## src/rtl/char_line_renderer_pkg.sv

```systemverilog
// char_line_renderer_pkg
// Shared constants for the character line renderer:
//   - PS/2 scancodes recognised by the keyboard FSM
//   - 3-bit glyph codes (high address bits of characterRom), including blank
//   - servo pulse-width codes per glyph
//   - keyboard FSM state encoding
package char_line_renderer_pkg;

    // PS/2 prefix and editing scancodes
    localparam logic [7:0] SC_BREAK = 8'hF0;
    localparam logic [7:0] SC_EXT   = 8'hE0;
    localparam logic [7:0] SC_BKSP  = 8'h66;
    localparam logic [7:0] SC_ESC   = 8'h76;

    // Scancodes of the printable glyph keys
    localparam logic [7:0] SC_KEY_F = 8'h2B;
    localparam logic [7:0] SC_KEY_Q = 8'h15;
    localparam logic [7:0] SC_KEY_H = 8'h33;
    localparam logic [7:0] SC_KEY_X = 8'h22;

    // Glyph codes as seen by characterRom; BLANK marks an empty slot
    localparam logic [2:0] GLYPH_F     = 3'd0;
    localparam logic [2:0] GLYPH_Q     = 3'd1;
    localparam logic [2:0] GLYPH_H     = 3'd2;
    localparam logic [2:0] GLYPH_X     = 3'd3;
    localparam logic [2:0] GLYPH_BLANK = 3'd5;

    // Servo pulse-width codes; F doubles as the reset/clear value
    localparam logic [6:0] PW_F = 7'd6;
    localparam logic [6:0] PW_Q = 7'd8;
    localparam logic [6:0] PW_H = 7'd10;
    localparam logic [6:0] PW_X = 7'd13;

    // Keyboard prefix-tracking FSM
    typedef enum logic [1:0] {
        KB_IDLE  = 2'd0,
        KB_EXT   = 2'd1,
        KB_BREAK = 2'd2
    } kb_state_e;

endpackage

```

## src/rtl/char_line_renderer_scan_decoder.sv

```systemverilog
// char_line_renderer_scan_decoder (scan decoder)
// Combinational scancode -> glyph lookup.
// Ports:
//   scancode_i     PS/2 byte
//   is_glyph_o     1 when the byte is one of the printable glyph keys
//   glyph_o        glyph code (BLANK when not a glyph key)
//   pulse_width_o  servo pulse code for that glyph (F code when not a glyph)
module char_line_renderer_scan_decoder
    import char_line_renderer_pkg::*;
(
    input  logic [7:0] scancode_i,
    output logic       is_glyph_o,
    output logic [2:0] glyph_o,
    output logic [6:0] pulse_width_o
);

    // Scancode to glyph/pulse-width lookup
    always_comb begin
        is_glyph_o    = 1'b0;
        glyph_o       = GLYPH_BLANK;
        pulse_width_o = PW_F;
        case (scancode_i)
            SC_KEY_F: begin is_glyph_o = 1'b1; glyph_o = GLYPH_F; pulse_width_o = PW_F; end
            SC_KEY_Q: begin is_glyph_o = 1'b1; glyph_o = GLYPH_Q; pulse_width_o = PW_Q; end
            SC_KEY_H: begin is_glyph_o = 1'b1; glyph_o = GLYPH_H; pulse_width_o = PW_H; end
            SC_KEY_X: begin is_glyph_o = 1'b1; glyph_o = GLYPH_X; pulse_width_o = PW_X; end
            default: begin
                is_glyph_o    = 1'b0;
                glyph_o       = GLYPH_BLANK;
                pulse_width_o = PW_F;
            end
        endcase
    end

endmodule

```

## src/rtl/characterRom.sv

```systemverilog
// characterRom
// Combinational 8x16 glyph bitmap ROM.
// Ports:
//   address  {glyph code[2:0], row[3:0]}
//   data     row bitmap; bit 0 is the leftmost pixel of the cell
// Codes 0..3 hold F, Q, H, X; every other code (including blank) reads 0.
module characterRom (
    input  logic [6:0] address,
    output logic [7:0] data
);

    // Bitmap lookup
    always_comb begin
        data = 8'h00;
        case (address)
            // F
            7'h01:                                           data = 8'h7E;
            7'h02, 7'h03, 7'h04, 7'h06, 7'h07, 7'h08, 7'h09: data = 8'h02;
            7'h05:                                           data = 8'h3E;
            // Q
            7'h11:                                           data = 8'h3C;
            7'h12, 7'h13, 7'h14, 7'h15, 7'h16, 7'h17:        data = 8'h42;
            7'h18:                                           data = 8'h52;
            7'h19:                                           data = 8'h22;
            7'h1A:                                           data = 8'h5C;
            // H
            7'h21, 7'h22, 7'h23, 7'h24,
            7'h26, 7'h27, 7'h28, 7'h29:                      data = 8'h42;
            7'h25:                                           data = 8'h7E;
            // X
            7'h31, 7'h36:                                    data = 8'h42;
            7'h32, 7'h35:                                    data = 8'h24;
            7'h33, 7'h34:                                    data = 8'h18;
            default:                                         data = 8'h00;
        endcase
    end

endmodule

```

## src/rtl/char_line_renderer.sv

```systemverilog
// char_line_renderer
// Line editor for PS/2 glyph keys plus a scaled monochrome overlay of the line.
// Optional feature: define CURSOR_BLINK_EN for a blinking underline cursor at
// slot char_count (rows 14-15 of the cell, toggling every 32 frames).
// Ports:
//   clk          pixel/system clock
//   reset        asynchronous active-low reset
//   key_valid    one-cycle strobe qualifying scancode
//   scancode     PS/2 byte
//   x, y         current pixel column/row
//   rgbValue     all-ones on a lit pixel, else 0 (2-cycle latency from x,y)
//   pulse_width  servo code of the last appended glyph
//   char_count   glyphs in the line buffer
//   buf_full     char_count == NUM_CHARS
module char_line_renderer
    import char_line_renderer_pkg::*;
#(
    parameter int         NUM_CHARS  = 8,
    parameter int         SCALE_LOG2 = 0,
    parameter logic [9:0] LEFT       = 10'd396,
    parameter logic [9:0] TOP        = 10'd217,
    parameter int         RGB_W      = 9
) (
    input  logic             clk,
    input  logic             reset,
    input  logic             key_valid,
    input  logic [7:0]       scancode,
    input  logic [9:0]       x,
    input  logic [9:0]       y,
    output logic [RGB_W-1:0] rgbValue,
    output logic [6:0]       pulse_width,
    output logic [4:0]       char_count,
    output logic             buf_full
);

    // Window bounds computed in 11 bits so LEFT/TOP + extent cannot wrap
    localparam logic [10:0] X_END = {1'b0, LEFT} + 11'((NUM_CHARS * 8) << SCALE_LOG2);
    localparam logic [10:0] Y_END = {1'b0, TOP} + 11'(16 << SCALE_LOG2);

    kb_state_e              kb_state_q;
    logic [3*NUM_CHARS-1:0] slots_q;
    logic [4:0]             count_q;
    logic                   full_q;
    logic [6:0]             pw_q;

    logic       dec_is_glyph_s;
    logic [2:0] dec_glyph_s;
    logic [6:0] dec_pw_s;

    char_line_renderer_scan_decoder u_dec (
        .scancode_i   (scancode),
        .is_glyph_o   (dec_is_glyph_s),
        .glyph_o      (dec_glyph_s),
        .pulse_width_o(dec_pw_s)
    );

    // Keyboard FSM and line-buffer editing; only advances on key_valid
    always_ff @(posedge clk or negedge reset) begin
        if (!reset) begin
            kb_state_q <= KB_IDLE;
            slots_q    <= {NUM_CHARS{GLYPH_BLANK}};
            count_q    <= 5'd0;
            full_q     <= 1'b0;
            pw_q       <= PW_F;
        end else if (key_valid) begin
            case (kb_state_q)
                KB_IDLE: begin
                    if (scancode == SC_BREAK) begin
                        kb_state_q <= KB_BREAK;
                    end else if (scancode == SC_EXT) begin
                        kb_state_q <= KB_EXT;
                    end else begin
                        kb_state_q <= KB_IDLE;
                        if (dec_is_glyph_s) begin
                            if (!full_q) begin
                                for (int i = 0; i < NUM_CHARS; i++) begin
                                    if (count_q == 5'(i)) slots_q[3*i +: 3] <= dec_glyph_s;
                                end
                                count_q <= count_q + 5'd1;
                                full_q  <= ((count_q + 5'd1) == 5'(NUM_CHARS));
                                pw_q    <= dec_pw_s;
                            end
                        end else if (scancode == SC_BKSP) begin
                            if (count_q != 5'd0) begin
                                for (int i = 0; i < NUM_CHARS; i++) begin
                                    if (count_q == 5'(i + 1)) slots_q[3*i +: 3] <= GLYPH_BLANK;
                                end
                                count_q <= count_q - 5'd1;
                                full_q  <= 1'b0;
                            end
                        end else if (scancode == SC_ESC) begin
                            slots_q <= {NUM_CHARS{GLYPH_BLANK}};
                            count_q <= 5'd0;
                            full_q  <= 1'b0;
                            pw_q    <= PW_F;
                        end
                    end
                end
                // Extended prefix: a following F0 still starts a break sequence
                KB_EXT:   kb_state_q <= (scancode == SC_BREAK) ? KB_BREAK : KB_IDLE;
                KB_BREAK: kb_state_q <= KB_IDLE;
                default:  kb_state_q <= KB_IDLE;
            endcase
        end
    end

    logic       in_win_s;
    logic [9:0] dx_s;
    logic [9:0] dy_s;
    logic [6:0] col_s;
    logic [3:0] row_s;
    logic [3:0] slot_s;
    logic [2:0] glyph_s;

    // Stage-1 address generation: window test, cell row/column, slot glyph.
    // Outside the window the glyph is forced blank so stage 2 renders 0.
    always_comb begin
        in_win_s = ({1'b0, x} >= {1'b0, LEFT}) && ({1'b0, x} < X_END) &&
                   ({1'b0, y} >= {1'b0, TOP})  && ({1'b0, y} < Y_END);
        if (in_win_s) begin
            dx_s = x - LEFT;
            dy_s = y - TOP;
        end else begin
            dx_s = 10'd0;
            dy_s = 10'd0;
        end
        // In-window column is below 128 for any legal NUM_CHARS/SCALE_LOG2
        col_s   = 7'(dx_s >> SCALE_LOG2);
        row_s   = 4'(dy_s >> SCALE_LOG2);
        slot_s  = col_s[6:3];
        glyph_s = GLYPH_BLANK;
        for (int i = 0; i < NUM_CHARS; i++) begin
            if (in_win_s && (slot_s == 4'(i))) glyph_s = slots_q[3*i +: 3];
        end
    end

    logic [2:0] glyph_q;
    logic [3:0] row_q;
    logic [2:0] bit_q;
    logic [7:0] rom_data_s;
    logic       glyph_on_s;
    logic       pixel_s;
    logic [RGB_W-1:0] rgb_q;

`ifdef CURSOR_BLINK_EN
    logic [5:0] frame_q;
    logic       cursor_s;
    logic       cursor_q;

    // Frame counter: one tick per frame at the (0,0) pixel; bit 5 is the blink phase
    always_ff @(posedge clk or negedge reset) begin
        if (!reset) begin
            frame_q <= 6'd0;
        end else if ((x == 10'd0) && (y == 10'd0)) begin
            frame_q <= frame_q + 6'd1;
        end
    end

    // Slot index < NUM_CHARS inside the window, so matching count implies count < NUM_CHARS
    assign cursor_s = in_win_s && ({1'b0, slot_s} == count_q) && (row_s >= 4'd14) && !frame_q[5];
`endif

    // Stage 1 pipeline registers
    always_ff @(posedge clk or negedge reset) begin
        if (!reset) begin
            glyph_q  <= 3'd0;
            row_q    <= 4'd0;
            bit_q    <= 3'd0;
`ifdef CURSOR_BLINK_EN
            cursor_q <= 1'b0;
`endif
        end else begin
            glyph_q  <= glyph_s;
            row_q    <= row_s;
            bit_q    <= col_s[2:0];
`ifdef CURSOR_BLINK_EN
            cursor_q <= cursor_s;
`endif
        end
    end

    characterRom u_rom (
        .address({glyph_q, row_q}),
        .data   (rom_data_s)
    );

    assign glyph_on_s = (glyph_q != GLYPH_BLANK) && rom_data_s[bit_q];
`ifdef CURSOR_BLINK_EN
    assign pixel_s = glyph_on_s | cursor_q;
`else
    assign pixel_s = glyph_on_s;
`endif

    // Stage 2: registered colour output
    always_ff @(posedge clk or negedge reset) begin
        if (!reset) begin
            rgb_q <= {RGB_W{1'b0}};
        end else begin
            rgb_q <= {RGB_W{pixel_s}};
        end
    end

    assign rgbValue    = rgb_q;
    assign pulse_width = pw_q;
    assign char_count  = count_q;
    assign buf_full    = full_q;

endmodule

```

## config.mk

```make
export PLATFORM = sky130hd
export DESIGN_NAME = char_line_renderer
export DESIGN_NICKNAME = d
export VERILOG_FILES = /design/src/rtl/char_line_renderer_pkg.sv /design/src/rtl/char_line_renderer_scan_decoder.sv /design/src/rtl/characterRom.sv /design/src/rtl/char_line_renderer.sv
export SDC_FILE = /design/constraint.sdc
export NUM_CORES = 1
export LEC_CHECK = 0
export BUFFER_PORTS_ARGS = -buffer_cell sky130_fd_sc_hd__buf_4
export CELL_PAD_IN_SITES_DETAIL_PLACEMENT = 1
export CELL_PAD_IN_SITES_GLOBAL_PLACEMENT = 2
export CORE_UTILIZATION = 25
export DETAILED_ROUTE_END_ITERATION = 10
export GPL_ROUTABILITY_DRIVEN = 0
export PLACE_DENSITY = 0.61
export SYNTH_ARGS = -nofsm -noshare
export SYNTH_HDL_FRONTEND = slang
export SYNTH_HIERARCHICAL = 1
export SYNTH_SLANG_ARGS = --single-unit
```

## constraint.sdc

```tcl
create_clock -name clk -period 3.3 [get_ports clk]
set_clock_uncertainty 0.2 [all_clocks]
set_input_delay 0.495 -clock clk [delete_from_list [all_inputs] [get_ports clk]]
set_output_delay 0.495 -clock clk [all_outputs]
set_load 0.01 [all_outputs]
```

==> Word level (Yosys, flattened, before mapping) <==
Memory sizes are Yosys's and may differ from the RTL's.
Cells that the tools add are included.
{ "op_classes": {"bitwise_logic": 2, "n_mux": 55, "magnitude_cmp": 5, "n_reduce_logical": 30, "addsub": 4, "n_eq_ne": 45} }
{ "ops": {"columns": ["op", "n"], "rows": [
  ["two-way mux 24 bit", 5],
  ["two-way mux 3 bit", 24],
  ["AND reduction 9 bit", 8],
  ["two-way mux 7 bit", 5],
  ["two-way mux 5 bit", 5],
  ["== test 8 x 6 -> 1 bit, second input constant", 3],
  ["inequality test 3 bit, second input constant", 7],
  ["== test 5 x 3 -> 1 bit, second input constant", 4],
  ["== test 4 x 3 -> 1 bit, second input constant", 4],
  ["== test 8 x 7 -> 1 bit, second input constant", 2],
  ["== test 8 bit, second input constant", 2],
  ["inequality test 2 x 1 -> 1 bit, second input constant", 8],
  ["AND reduction 7 bit", 2],
  ["logical AND 1 bit", 12],
  ["one-hot mux 3 bit (4 select lines)", 1],
  ["one-hot mux 4 bit (3 select lines)", 1],
  ["== test 5 x 2 -> 1 bit, second input constant", 2],
  ["== test 5 x 4 -> 1 bit, second input constant", 2],
  ["greater-or-equal comparator 10 x 8 -> 1 bit, second input constant", 1],
  ["greater-or-equal comparator 10 x 9 -> 1 bit, second input constant", 1],
  ["< comparator 10 x 8 -> 1 bit, second input constant", 1],
  ["< comparator 10 x 9 -> 1 bit, second input constant", 1],
  ["inequality test 3 x 2 -> 1 bit, second input constant", 3],
  ["== test 4 x 2 -> 1 bit, second input constant", 2],
  ["other kinds (25)", 35]
]} }
{ "totals": {"n_memories": 1, "reg_bits": 50, "elab_cells": 158, "romBits": 384, "output_inout_bits": 22, "in_bits": 31} }
{ "memory_table": {"columns": ["name", "words", "word_bits", "read_ports", "rd_ports_with_merged_regs", "wr", "line_no", "source"], "rows": [
  ["(no name shown)", 64, 6, 1, 0, 0, "characterRom.sv:15", "case (address)"]
]} }

==> Longest topological paths before layout <==
Gate-level depths: netlist of the first run.
{ "logic_depth": {"ltp_word": 15, "mapped_depth": 10, "depth_no_buf": 8} }

==> Hierarchy <==
Netlist of the first run, hierarchy kept.
{ "by_module_without_submodules": {"columns": ["mod", "area_each_um2", "seq_area_each_um2", "n_inst", "cells_per_inst"], "rows": [
  ["char_line_renderer", 2879.0, 1273.7, 1, 267],
  ["characterRom", 299.0, 0.0, 1, 47],
  ["char_line_renderer_scan_decoder", 211.5, 0.0, 1, 28]
]} }

==> Least setup slack after synthesis of the first run <==
Ideal clock, no wire load.
{ "synth_path": {"path_type": "in2reg", "startpoint": "input port scancode[7]", "endpoint": "register slots_q[1]", "slack_ns": 0.614, "n_path_buf": 2, "arrival_ns": 2.362, "cell_stages": 8, "setup_time_ns": 0.125, "t_required_ns": 2.975, "cell_sequence": "or3_4 > nor4_4 > a31o_1 > buf_2 > clkbuf_1 > o21ai_0 > o211ai_2 > mux2_2"} }
{ "synth_between": {"elab_chain_cells": 5, "elab_cells_between_ends": 23, "cone_classes": "eq/ne: 12; mux: 6; bitwise: 2; reduce/logical: 3"} }
{ "synth_rtl": {"columns": ["item", "line_no", "source"], "rows": [
  ["start: declaration", "char_line_renderer.sv:27", "input logic [7:0] scancode,"],
  ["== test 8 x 6 -> 1 bit / == test 8 x 5 -> 1 bit (equally long branches)", "char_line_renderer_scan_decoder.sv:22", "case (scancode_i)"],
  ["OR reduction 4 bit (no line) (*)", null, null],
  ["two-way mux 1 bit (*)", "char_line_renderer_scan_decoder.sv:22", null],
  ["via dec_is_glyph_s", "char_line_renderer.sv:46", "logic dec_is_glyph_s;"],
  ["inequality test 3 x 2 -> 1 bit (no line), or another cell as far along", null, null],
  ["AND reduction 9 bit (no line)", null, null],
  ["end signal: assignment", "char_line_renderer.sv:61", "slots_q <= {NUM_CHARS{GLYPH_BLANK}};"],
  ["end signal: indexed assignment", "char_line_renderer.sv:77", "if (count_q == 5'(i)) slots_q[3*i +: 3] <= dec_glyph_s;"],
  ["end signal: assignment", "char_line_renderer.sv:92", "slots_q <= {NUM_CHARS{GLYPH_BLANK}};"],
  ["end: declaration", "char_line_renderer.sv:41", "logic [3*NUM_CHARS-1:0] slots_q;"]
]} }
Mark *: on every way through the listed nets, which the timed path passes. The rest lies on a longest branch. The select of a mux whose other input is x is not followed.
A chain may end at the register's enable or synchronous reset.

==> Worst setup path in the final report of the first run <==
Ends and elaborated chain as after synthesis.

==> summary.md, run 1 <==
| Metric | Value |
|---|---|
| Status | `complete, no violations` |
| GRT Max-Usage Layer | `met2` |
| Achievable Freq | `369 MHz` |
| Number of max-cap violations | `0` |
| Synth async-reset ratio | `100%` |
| Share of the synthesized area in the top cell type | `23.6%` |
| Max FO, Critical Path | `9` |
| Vias in the first global route | `2,704` |
| Reg-to-Reg End | `slots_q[1]` |
| TritonRoute pass-1 iters | `4` |
| Die Y | `118 um` |
| Worst Setup EP | `slots_q[1]` |
| Root Buffer | `clkbuf_16` |
| Grt met1 use | `18.2%` |
| Vias per Instance | `4.89` |
| Total grt overflow | `0` |
| Worst-Margin Slew | `0.926 ns` |
| Met2 Resource Use GR | `21.6%` |
| Synth cell types | `71` |
| Post-synthesis instance total | `342` |
| Leak | `0.00169 uW` |
| Input/output buffers | `52` |
| Via count | `2,732` |
| Starting DRT DRC Count | `70` |
| Critical-path top delay cell | `o21a_1` |
| Longest Clk Path Bufs | `2` |
| DIE WIDTH | `118 um` |
| PwrDens | `406 nW/um^2` |
| Detailed Place HPWL | `6880 um` |
| Post-layout util | `30.4%` |
| Worst ir drop on vdd | `160 uV` |
| Reg2reg path depth | `7` |
| Core Area | `13,200 um^2` |
| Crit path DAT | `2.68 ns` |
| First-pass GRT wire length | `14,700 um` |
| Number of top-level pins | `53` |
| Final WL | `9060 um` |
| Area Overhead vs Synth | `18.9%` |
| GRT Total Usage | `13.1%` |
| Cell repeated most along the worst path | `buf_4` |
| Crit start category | `input port` |
| Reg-to-Reg Start | `char_count[0]` |
| Share of cells above drive strength 1 | `35.0%` |
| Initial core utilization | `25.6%` |
| Setup Buffers After CTS | `0` |
| Syn avg cell area | `9.91 um^2` |
| Routed len/inst | `16.2 um` |
| Cts repair resizes | `0` |
| Die area | `14,000 um^2` |
| Worst Path Required | `3.27 ns` |
| Clk_lat worst skew | `0.29 ns` |
| Post-synthesis xor/xnor area fraction | `2.07%` |
| Synth Register Bits | `50` |
| Number of synthesized flops with an enable pin | `0` |
| Ys flop type | `dfrtp_1` |
| Setup TNS | `0 ns` |
| Sink Count | `50` |
| # DRC | `0` |
| Tmin final | `2.71 ns` |
| Critical path cell sequence | `buf_4 -> or3_4 -> nor4_4 -> a31o_1 -> buf_4 -> o21a_1 -> o211ai_2 -> mux2_2` |
| Mux cell area share after synthesis | `12.4%` |
| Area leader, netlist | `dfrtp_1` |
| # diodes | `0` |
| Slowest Stage Delay on Critical Path | `0.45 ns` |
| Relative slew slack | `38.0%` |
| Commonest cells after routing, fill and taps aside | `buf_4, dfrtp_1, nor2_1` |
| CTS tree | `yes` |
| Slew Viols, Final | `0` |
| CP Class | `in2reg` |
| Post-synthesis sequential area ratio | `37.6%` |
| Yosys warning count | `6` |
| Synth Area in Compound Gates | `18.0%` |
| Hold Crit Class | `in2async` |
| Clk slew on worst S/H paths | `0.07 ns` |
| Cell area after synthesis | `3390 um^2` |
| Worst Setup End Kind | `flip-flop` |
| Met3 GRT Util | `2.08%` |
| H-Tree Depth | `2` |
| Layout Nets | `421` |
| Largest net degree at the start of global routing | `51` |
| Cell Rows | `42` |
| Post-Synth Simple-Gate Area | `19.7%` |
| Adder-cell area share of the yosys netlist | `2.95%` |
| Commonest non-fill, non-tap cell in the layout | `buf_4` |
| RSZ-0062 raised after global routing | `no` |
| R2r setup slk | `0.60 ns` |
| Initial antenna violation count | `0` |
| Cts hold-fix bufs | `0` |
| Largest family of logic cells by synthesized area | `simple AND/OR/NAND/NOR gates` |
| Top cells by area, synth | `dfrtp_1, dfstp_2, mux2_2` |
| Hold WS | `0.0282 ns` |
| Crit share post-route | `82.1%` |
| Hold Violations, Final | `0` |
| Worst Setup SP | `scancode[7]` |
| Final ANT Viol Nets | `0` |
| Num CTS Buffers | `5` |
| Setup-failing EPs final | `0` |
-- synthesized netlist by cell type (5+ instances only) --
master and instances:
mux2i_1 5, mux2_2 21, nand2_1 10, nor2_1 28, buf_4 14, dfrtp_1 32
clkbuf_1 7, nand2b_1 14, a22o_1 5, o21ai_0 16, a21oi_1 18, o211ai_2 7
nand4_1 5, buf_2 5, dfstp_2 18, nand3_1 9, ha_1 8, inv_1 13
nor3_1 10
-- metal layers --
| layer | vias to the layer above | wire length, um |
|---|---|---|
| li1 | 1319 | - |
| met1 | 1362 | 4470 |
| met2 | 46 | 4280 |
| met3 | 5 | 250 |
| met4 | 0 | 62 |
| met5 | - | 0 |
-- worst max-delay path: cells and delay by family --
| family | cells | cell delay [ns] |
|---|---|---|
| AND/OR/NAND/NOR | 2 | 0.69 |
| multiplexers | 1 | 0.31 |
| buffers and inverters | 2 | 0.29 |
| AO/OA/AOI/OAI | 3 | 0.90 |
-- logic make-up (layout without fill, tap and decap cells) --
family | count (synthesis) | after routing
other cells | 2 | 5
simple gates | 114 | 114
flops | 50 | 50
compound gates | 83 | 83
mux | 33 | 33
xor+xnor | 8 | 8
fa+ha+maj | 8 | 8
buf+inv | 44 | 82
-- flip-flops by register name (all words and copies together) (netlist names), 2 cells and up --
register     cells
row_q            4
char_count       5
pulse_width      7
bit_q            3
glyph_q          3
kb_state_q       2
slots_q         24
-- cell type report --
type                            instances  area [um^2]
Tap cell                              176          220
Clock inverter                          1         5.00
Timing Repair Buffer                   59          443
Sequential cell                        50         1270
Inverter                               15         56.3
Clock buffer                            7          143
Fill cell                            1522         9210
Multi-Input combinational cell        251         1890
-- worst min path at each step --
stage,start,to,slack [ns],cells after the start
4_1_cts,reset,char_count[0],0.07,1
2_1_floorplan,reset,bit_q[0],-0.0006,0
6_report,reset,char_count[0],0.03,1
3_3_place_gp,kb_state_q[0],kb_state_q[0],0.28,1
5_1_grt,reset,char_count[0],0.07,1
3_5_place_dp,kb_state_q[0],kb_state_q[0],0.29,1
-- where the power goes --
group	total [uW]	internal [uW]	switching (uW)	leakage (uW)
sequential	792	735	57.6	0.000620
combinational	327	161	166	0.000998
clock	518	301	217	0.0000739
total	1640	1200	440	0.00169
-- through the flow --
step	power, uW	setup WS (ns)	instance area (um^2)	std cells
after CTS	1670	0.539	4030	559
after global routing	1730	0.358	4030	559
after detailed placement	1140	0.273	3880	551
after floorplan	987	0.614	3400	345
after global placement	1130	0.348	3880	551
final	1640	0.590	4030	559
(Power assumes the default switching activity.)
==> run 2, diff against run 1 <==
--- a/config.mk
+++ b/config.mk
@@ -11,7 +11,7 @@
 export CORE_UTILIZATION = 25
 export DETAILED_ROUTE_END_ITERATION = 10
 export GPL_ROUTABILITY_DRIVEN = 0
-export PLACE_DENSITY = 0.61
+export PLACE_DENSITY = 0.63
 export SYNTH_ARGS = -nofsm -noshare
 export SYNTH_HDL_FRONTEND = slang
 export SYNTH_HIERARCHICAL = 1
==> constraint.sdc (replaced) <==
create_clock -name clk -period 2.2 [get_ports clk]
set_clock_uncertainty 0.2 [all_clocks]
set_input_delay 0.33 -clock clk [delete_from_list [all_inputs] [get_ports clk]]
set_output_delay 0.33 -clock clk [all_outputs]
set_load 0.01 [all_outputs]
==> run 2 against run 1 <==
Net effect:
- cell count rose by 9.5%
- power rose by 64%
- setup slack got worse by 0.57 ns
- cell area rose by 17%
- sequential power rose by 49%
- count of clock-buffer cells in the layout did not move
- worst hold slack got worse by 0.0096 ns
- sequential cell count did not move
- first-iteration DRC count rose by 16%
- global-route usage rose by 1.1 points
- largest cell class unchanged
- highest routed layer unchanged
==> summary.md, run 2 (same netlist as run 1, synthesis figures left out) <==
| Metric | Value |
|---|---|
| Largest net degree at the start of global routing | `51 (unchanged)` |
| Core Area | `13,200 um^2 (unchanged)` |
| Initial core utilization | `25.6% (unchanged)` |
| Critical-path top delay cell | `a221o_1` |
| PwrDens | `572 nW/um^2 (+41%)` |
| Fillers | `1,511 (-0.72%)` |
| Number of max-cap violations | `0 (unchanged)` |
| DIE WIDTH | `118 um (unchanged)` |
| Reg with most FFs | `slots_q` |
| Final ANT Viol Nets | `0 (unchanged)` |
| First-pass GRT wire length | `16,200 um (+9.9%)` |
| Longest Clk Path Bufs | `2 (unchanged)` |
| Max FO, Critical Path | `6 (-3)` |
| RSZ-0062 raised after global routing | `yes` |
| Vias in the first global route | `3,167 (+17%)` |
| Input/output buffers | `52 (unchanged)` |
| Crit path DAT | `2.16 ns (-0.52 ns)` |
| Clk_lat worst skew | `0.29 ns (about the same)` |
| Commonest cells after routing, fill and taps aside | `buf_4, nor2_1, dfrtp_1` |
| Dpl ws | `-0.425 ns (-0.698 ns)` |
| Worst Path Required | `2.18 ns (-1.09 ns)` |
| Setup-failing EPs final | `0 (unchanged)` |
| Cell Rows | `42 (unchanged)` |
| # DRC | `0 (unchanged)` |
| Final WL | `9700 um (+7.1%)` |
| Layout Nets | `474 (+13%)` |
| TritonRoute pass-1 iters | `4 (unchanged)` |
| Commonest non-fill, non-tap cell in the layout | `buf_4` |
| R2r setup slk | `0.03 ns (-0.57 ns)` |
| Sink Count | `50 (unchanged)` |
| Crit share post-route | `99.1%` |
| Number of top-level pins | `53 (unchanged)` |
| WHS Path Cells | `2` |
| Status | `complete, no violations` |
| Via count | `2,953 (+8.1%)` |
| Hold Crit Class | `in2reg` |
| Clk slew on worst S/H paths | `0.07 ns (about the same)` |
| Reg2reg path depth | `6 (-1)` |
| Slew Viols, Final | `0 (unchanged)` |
| Total grt overflow | `0 (unchanged)` |
| # diodes | `0 (unchanged)` |
| Slowest Stage Delay on Critical Path | `0.36 ns (-0.09 ns)` |
| Share of cells above drive strength 1 | `48.4% (+13 points)` |
| Area Overhead vs Synth | `38.8%` |
| Hold WS | `0.0186 ns (-0.00958 ns)` |
| Critical path cell sequence | `buf_4 -> or3b_4 -> o22ai_4 -> a31o_4 -> a221o_1 -> o21bai_4 -> or2_4 -> mux2_4` |
| Leak | `0.00202 uW (+19%)` |
| Setup TNS | `0 ns (unchanged)` |
| Relative slew slack | `56.1% (+18 points)` |
| Num CTS Buffers | `5 (unchanged)` |
| Worst ir drop on vdd | `314 uV (+96%)` |
| Die area | `14,000 um^2 (unchanged)` |
| Tmin final | `2.18 ns` |
| Vias per Instance | `4.83 (-1.3%)` |
| Crit start category | `input port` |
| H-Tree Depth | `2 (unchanged)` |
| CTS tree | `yes` |
| CP Class | `in2reg` |
| Die Y | `118 um (unchanged)` |
| Routed len/inst | `15.9 um (-2.2%)` |
| Worst Setup Slack, final | `0.0189 ns (-0.571 ns)` |
| Initial antenna violation count | `0 (unchanged)` |
| Worst-Margin Slew | `0.658 ns (-0.268 ns)` |
| Root Buffer | `clkbuf_16` |
| Hold Violations, Final | `0 (unchanged)` |
| Max reg flops | `24 (unchanged)` |
| Worst Setup End Kind | `flip-flop` |
| GRT Total Usage | `14.3% (+1.1 points)` |
| Starting DRT DRC Count | `81 (+16%)` |
| Achievable Freq | `458 MHz` |
| Post-layout util | `35.5% (+5.1 points)` |
| Detailed Place HPWL | `7420 um (+7.9%)` |
run 2: per-stage QoR:
step           area (um^2)  instances  total power [uW]
2_1_floorplan         3430        345              1480
3_3_place_gp          4270        598              1750
3_5_place_dp          4270        598              1770
4_1_cts               4510        607              2710
5_1_grt               4700        612              2830
6_report              4700        612              2690
run 2: report_power, final:
part | total [uW] | switching [uW] | internal (uW)
clock network | 912 | 343 | 569
logic | 600 | 291 | 309
registers | 1180 | 77.3 | 1100
run 2: metal layers:
metal | routed length (um) | share of wire, % | global-route usage [%]
met5 | 0 | 0 | 0
met1 | 4460 | 46 | 18.5
met2 | 4950 | 51 | 25.7
met3 | 207 | 2.1 | 1.74
met4 | 80 | 0.82 | 2.37
run 2: path summary, 6_finish.rpt:
path | endpoint | start
max reg2reg | slots_q[13] | char_count[2]
max in group asynchronous | row_q[2] | reset
min | row_q[0] | y[0]
max | slots_q[4] | scancode[2]
min in group asynchronous | buf_full | reset
min reg2reg | kb_state_q[0] | kb_state_q[0]
run 2: cell type report:
type	instances	area [um^2]	area share, %
Clock buffer	7	143	3.03
Clock inverter	1	30.0	0.638
Inverter	15	56.3	1.20
Multi-Input combinational cell	251	2080	44.3
Sequential cell	50	1280	27.2
Tap cell	176	220	4.68
Timing Repair Buffer	112	891	18.9
run 2: critical path: cells and delay by family:
family                 cells  cell delay, ns
AO/OA/AOI/OAI              4            0.89
buffers and inverters      1            0.12
multiplexers               1            0.30
AND/OR/NAND/NOR            2            0.53
run 2: timing repair:
item,in CTS,in global routing
hold buffers,1,0
hold endpoints to repair,32,0
pin swaps,3,17
setup buffers,0,5
gates resized for setup,13,36
endpoints found under the setup margin,29,22
